### config.mk
export PLATFORM = sky130hd
export DESIGN_NAME = leaky_relu_derivative_bank
export DESIGN_NICKNAME = d
export VERILOG_FILES = /design/src/rtl/leaky_relu_derivative_bank.sv
export SDC_FILE = /design/constraint.sdc
export NUM_CORES = 1
export LEC_CHECK = 0
export CAP_MARGIN = 30
export CORE_MARGIN = 5
export CORE_UTILIZATION = 30
export CTS_CLUSTER_SIZE = 24
export DETAILED_ROUTE_END_ITERATION = 8
export RECOVER_POWER = 50
export REMOVE_ABC_BUFFERS = 1
export SKIP_CTS_REPAIR_TIMING = 1
export SYNTH_ARGS = -nofsm -noshare
export SYNTH_HDL_FRONTEND = slang
export SYNTH_SLANG_ARGS = --single-unit
### constraint.sdc
create_clock -name clk -period 9.05 [get_ports clk]
set_input_delay 1.81 -clock clk [delete_from_list [all_inputs] [get_ports clk]]
set_output_delay 1.81 -clock clk [all_outputs]
set_load 0.02 [all_outputs]
### src/rtl/leaky_relu_derivative_bank.sv
// N-column leaky-ReLU derivative unit: per-column H FIFO, gradient scaling, registered outputs.
// Optional LRD_SATURATE_EN clamps the leak-path product instead of wrapping it.
module leaky_relu_derivative_bank #(
    parameter int unsigned N_COLS = 2,
    parameter int unsigned DATA_W = 16,
    parameter int unsigned FRAC_W = 8,
    parameter int unsigned DEPTH  = 4
) (
    input  logic                                  clk,
    input  logic                                  rst,
    input  logic [DATA_W-1:0]                     lr_leak_factor_in,
    input  logic [N_COLS-1:0]                     lr_d_H_valid_in,
    input  logic [N_COLS*DATA_W-1:0]              lr_d_H_in,
    input  logic [N_COLS-1:0]                     lr_d_valid_in,
    input  logic [N_COLS*DATA_W-1:0]              lr_d_data_in,
    input  logic                                  lr_d_err_clr_in,
    output logic [N_COLS*DATA_W-1:0]              lr_d_data_out,
    output logic [N_COLS-1:0]                     lr_d_valid_out,
    output logic [N_COLS*$clog2(DEPTH+1)-1:0]     lr_d_H_count_out,
    output logic [N_COLS-1:0]                     lr_d_overflow_out,
    output logic [N_COLS-1:0]                     lr_d_underflow_out
);

    localparam int unsigned CntW = $clog2(DEPTH + 1);
    localparam int unsigned PtrW = $clog2(DEPTH);

    logic signed [DATA_W-1:0] leak;
    assign leak = lr_leak_factor_in;

    for (genvar c = 0; c < N_COLS; c++) begin : g_col
        logic signed [DATA_W-1:0]   h_in;
        logic signed [DATA_W-1:0]   grad_in;
        logic signed [DATA_W-1:0]   sel_h;
        logic signed [DATA_W-1:0]   scaled;
        logic signed [DATA_W-1:0]   data_d;
        logic signed [DATA_W-1:0]   data_q;
        logic signed [DATA_W-1:0]   mem_q [DEPTH];
        logic [PtrW-1:0]            wr_ptr_q, wr_ptr_d;
        logic [PtrW-1:0]            rd_ptr_q, rd_ptr_d;
        logic [CntW-1:0]            count_q, count_d;
        logic                       push_req, pop_req, empty, full;
        logic                       bypass, pop, store;
        logic                       ovf_evt, unf_evt;
        logic                       ovf_q, ovf_d, unf_q, unf_d, valid_q;
        logic signed [2*DATA_W-1:0] prod, shifted;

        assign h_in     = lr_d_H_in[c*DATA_W +: DATA_W];
        assign grad_in  = lr_d_data_in[c*DATA_W +: DATA_W];
        assign push_req = lr_d_H_valid_in[c];
        assign pop_req  = lr_d_valid_in[c];
        assign empty    = (count_q == '0);
        assign full     = (count_q == CntW'(DEPTH));

        always_comb begin
            // Push into an empty FIFO alongside a gradient skips storage entirely.
            bypass   = push_req && pop_req && empty;
            pop      = pop_req && !empty;
            store    = push_req && !bypass && (!full || pop);
            ovf_evt  = push_req && full && !pop;
            unf_evt  = pop_req && empty && !push_req;
            sel_h    = '0;
            if (bypass) begin
                sel_h = h_in;
            end else if (pop) begin
                sel_h = mem_q[rd_ptr_q];
            end
            count_d  = count_q + CntW'(store) - CntW'(pop);
            wr_ptr_d = store ? wr_ptr_q + PtrW'(1) : wr_ptr_q;
            rd_ptr_d = pop ? rd_ptr_q + PtrW'(1) : rd_ptr_q;
            ovf_d    = (ovf_q & ~lr_d_err_clr_in) | ovf_evt;
            unf_d    = (unf_q & ~lr_d_err_clr_in) | unf_evt;
        end

        always_comb begin
            prod    = $signed({{DATA_W{grad_in[DATA_W-1]}}, grad_in})
                    * $signed({{DATA_W{leak[DATA_W-1]}}, leak});
            shifted = prod >>> FRAC_W;
`ifdef LRD_SATURATE_EN
            if (shifted > $signed({{(DATA_W+1){1'b0}}, {(DATA_W-1){1'b1}}})) begin
                scaled = {1'b0, {(DATA_W-1){1'b1}}};
            end else if (shifted < $signed({{(DATA_W+1){1'b1}}, {(DATA_W-1){1'b0}}})) begin
                scaled = {1'b1, {(DATA_W-1){1'b0}}};
            end else begin
                scaled = shifted[DATA_W-1:0];
            end
`else
            scaled = shifted[DATA_W-1:0];
`endif
            data_d = (!sel_h[DATA_W-1] && (sel_h != '0)) ? grad_in : scaled;
        end

`ifndef LRD_SATURATE_EN
        logic unused_shift_hi;
        assign unused_shift_hi = ^shifted[2*DATA_W-1:DATA_W];
`endif

        always_ff @(posedge clk) begin
            if (rst && store) begin
                mem_q[wr_ptr_q] <= h_in;
            end
        end

        always_ff @(posedge clk) begin
            if (!rst) begin
                wr_ptr_q <= '0;
                rd_ptr_q <= '0;
                count_q  <= '0;
                ovf_q    <= 1'b0;
                unf_q    <= 1'b0;
                valid_q  <= 1'b0;
                data_q   <= '0;
            end else begin
                wr_ptr_q <= wr_ptr_d;
                rd_ptr_q <= rd_ptr_d;
                count_q  <= count_d;
                ovf_q    <= ovf_d;
                unf_q    <= unf_d;
                valid_q  <= pop_req;
                if (pop_req) begin
                    data_q <= data_d;
                end
            end
        end

        assign lr_d_data_out[c*DATA_W +: DATA_W]  = data_q;
        assign lr_d_valid_out[c]                  = valid_q;
        assign lr_d_H_count_out[c*CntW +: CntW]   = count_q;
        assign lr_d_overflow_out[c]               = ovf_q;
        assign lr_d_underflow_out[c]              = unf_q;
    end

endmodule

==> impl_metrics.py, run 1 <==
metrics = {
    "status": {
        "outcome": "finished with violations",
        "failed_checks": "capacitance limit, slew limit",
    },
    "global_routing": {
        "grt_max_degree": 34,
        "antenna_found_initial": 0,
        "grtUsageTotal_pct": 14.5,
        "grt-ovfl-total": 0,
        "grt_pass1_vias": 15700,
        "grt_pass1_wl_um": 88300,
    },
    "routing": {
        "wl_per_cell_um": 16.9,
        "wl_um": 55200,
        "drt.antenna.violating_nets": 0,
        "dr.first_iter.drc_count": 727,
        "vias": 14700,
        "drc": 0,
        "drtPass1Iterations": 5,
        "avgViaCountPerCell": 4.50,
    },
    "layout": {
        "nets": 2919,
        "layout.cells.non_filler": 3269,
        "antenna_cells": 0,
        "syn_to_final_growth_pct": 14.6,
        "drive_gt1_share_pct": 4.70,
        "fin_util_pct": 34.8,
    },
    "clock_network": {
        "root_buffer": "clkbuf_16",
        "cts.sinks": 184,
        "cts_buffer_depth": 2,
        "cts_tree": "done",
        "numCtsBuffers": 17,
        "htreeDepth": 4,
        "clkTransAtPathRegs_ps": 70,
        "clock_latency_ps": 460,
    },
    "floorplan": {
        "core_area_sq_um": 71700,
        "dieArea_sq_um": 78100,
        "die_height_um": 280,
        "rows": 98,
        "initial_core_util_pct": 30.4,
        "io_pins": 131,
        "die_x_um": 280,
    },
    "synthesis": {
        "synth-main-ff-cell": "edfxtp_1",
        "ys_seq_area_share_pct": 22.8,
        "netlist_instances": 2188,
        "async_flop_share_pct": 0,
        "synth-edff-count": 128,
        "avgSynthCellArea_sq_um": 9.96,
        "yosys_warnings": 0,
        "synth_cell_type_count": 63,
        "synth_area_sq_um": 21800,
        "synth_seq_cells": 184,
    },
    "timing": {
        "fmax_mhz": 125,
        "rsz0062_at_grt": "no",
        "setup_viol": 0,
        "tightest_slew_ps": 1570,
        "skew_ps": 15.9,
        "relSlewSlack_pct": -4.86,
        "holdWs_ps": 487,
        "slew_violations": 34,
        "finalSetupTns_ps": 0,
        "period_share_pct": 88.1,
        "min_period_ps": 7970,
        "hold_viol_final": 0,
    },
    "placement": {
        "io_buffer_count": 130,
        "dp.cells": 3237,
        "dp_hpwl_um": 44900,
        "gp_congestion": 0.817,
    },
    "worst_setup_path": {
        "setup.worst_path.class": "in2reg",
        "startpoint_type": "input pin",
        "required_ps": 9340,
        "cp-end-kind": "flop",
        "crit_fanout": 16,
        "worstPathArrival_ps": 8260,
    },
    "pwr": {
        "leakage_uw": 0.0116,
        "power_density_nw_per_um2": 373,
        "vdd_drop_max_mv": 0.422,
    },
    "min_path": {
        "hp-class": "reg2reg",
    },
    "flow_run": {
        "drv_cap": 1,
    },
}
==> cells in the mapped netlist (22+ instances only) <==
cell      number  area share (%)
fa_1         374              34
edfxtp_1     128              18
inv_1        513             8.8
clkbuf_1      84             1.4
dfxtp_1       56             5.1
nand2_1      220             3.8
and2_1       235             6.7
nor2_1        51            0.88
mux2i_1       22             1.0
a21oi_1       40            0.92
o21ai_0       29            0.67
ha_1         152             8.7
nor4_1        32            0.92
xnor2_1       50             2.0
==> power breakdown <==
group / internal, uW / leakage (uW) / switching [uW]
combinational: 3370 / 0.00967 / 4100
clock: 401 / 0.000301 / 374
sequential: 1030 / 0.00162 / 57.6
==> layout by cell type, fill, tap and decap left out, types with 3 or more instances in the layout <==
master / instances
inv_1: 513
fa_1: 374
and2_1: 235
nand2_1: 220
ha_1: 152
edfxtp_1: 128
dlygate4sd3_1: 77
buf_4: 65
dfxtp_1: 56
clkdlybuf4s50_1: 52
nor2_1: 51
xnor2_1: 50
a21oi_1: 39
nor4_1: 32
o21ai_0: 29
mux2i_1: 22
nor3_1: 20
xor2_1: 20
and3_1: 17
clkbuf_16: 17
a211oi_1: 11
nor2b_1: 10
nand2b_1: 10
a21o_1: 10
a41oi_1: 8
nand3_1: 7
nand4_1: 7
o21a_1: 6
a31oi_1: 5
inv_8: 5
o31ai_1: 4
o21bai_1: 4
o22ai_1: 4
inv_6: 4
or3_1: 3
a22o_1: 3
==> worst paths after layout <==
kind                                           start                  end  slack [ps]  cells after the start
worst min-delay path              g_col[0].data_q[6]   g_col[0].data_q[6]         490                      2
worst max-delay path            lr_leak_factor_in[2]  g_col[1].data_q[10]        1080                     20
worst min register to register    g_col[0].data_q[6]   g_col[0].data_q[6]         490                      2
worst max register to register  g_col[1].mem_q[3][3]  g_col[1].data_q[15]        5850                      8
==> layer usage <==
metal / part of all wire, % / vias to the layer above / GRT usage (%)
li1: - / 6898 / -
met1: 44 / 7471 / 19.0
met3: 4.4 / 48 / 2.34
met5: 0 / - / 0
met4: 1.2 / 0 / 2.56
met2: 50 / 294 / 25.6
==> critical path: stages <==
cell	delay (ps)
clkdlybuf4s50_1	1000
nand2_1	170
fa_1	510
fa_1	530
fa_1	520
inv_1	60
fa_1	490
fa_1	490
inv_1	50
fa_1	470
inv_1	40
ha_1	350
and4_1	240
a41o_1	220
a21oi_1	350
a21oi_1	170
and2_1	200
or3_1	300
a31oi_1	180
a21oi_1	80
==> cell families (layout without fill, tap and decap cells) <==
group	after synthesis	in the layout	synth area share, %
adder cells (fa/ha/maj)	526	526	43.1
multiplexers	25	25	1.27
AND/OR/NAND/NOR	627	627	14.8
XOR/XNOR	72	72	3.02
flip-flops	184	184	22.8
AO/OA/AOI/OAI	142	142	4.28
buffers and inverters	612	743	10.7
==> through the flow <==
stage | setup slack, ps | cell area [sq um] | total power (uW)
global route | 781 | 25000 | 10600
CTS | 1150 | 25000 | 9530
finish | 1080 | 25000 | 9330
global placement | 673 | 24400 | 8670
floorplan | 2100 | 21400 | 6900
detailed placement | 626 | 24400 | 8690
==> layout make-up <==
cell class / count / area, sq um
flip-flops and latches: 184 / 4960
inverters: 514 / 1930
clock inverters: 15 / 188
fillers: 7420 / 46700
well taps: 950 / 1190
multi-input cells: 1392 / 14500
repair buffers: 197 / 1790
clock buffers: 17 / 425
==> sequential cells by signal, summed over array words and instances, names as in the netlist, named ones only <==
signal / count
g_col.ovf_q: 2
g_col.data_q: 32
g_col.mem_q: 128
g_col.rd_ptr_q: 4
g_col.unf_q: 2
g_col.valid_q: 2
g_col.wr_ptr_q: 4
g_col.count_q: 6
Power figures use the tool's default switching activity.
==> inputs of run 2 (changes only) <==
- GPL_ROUTABILITY_DRIVEN: default -> 0
==> results of run 2 <==
No change in the layout: final DEF, timing and power equal those of run 1.
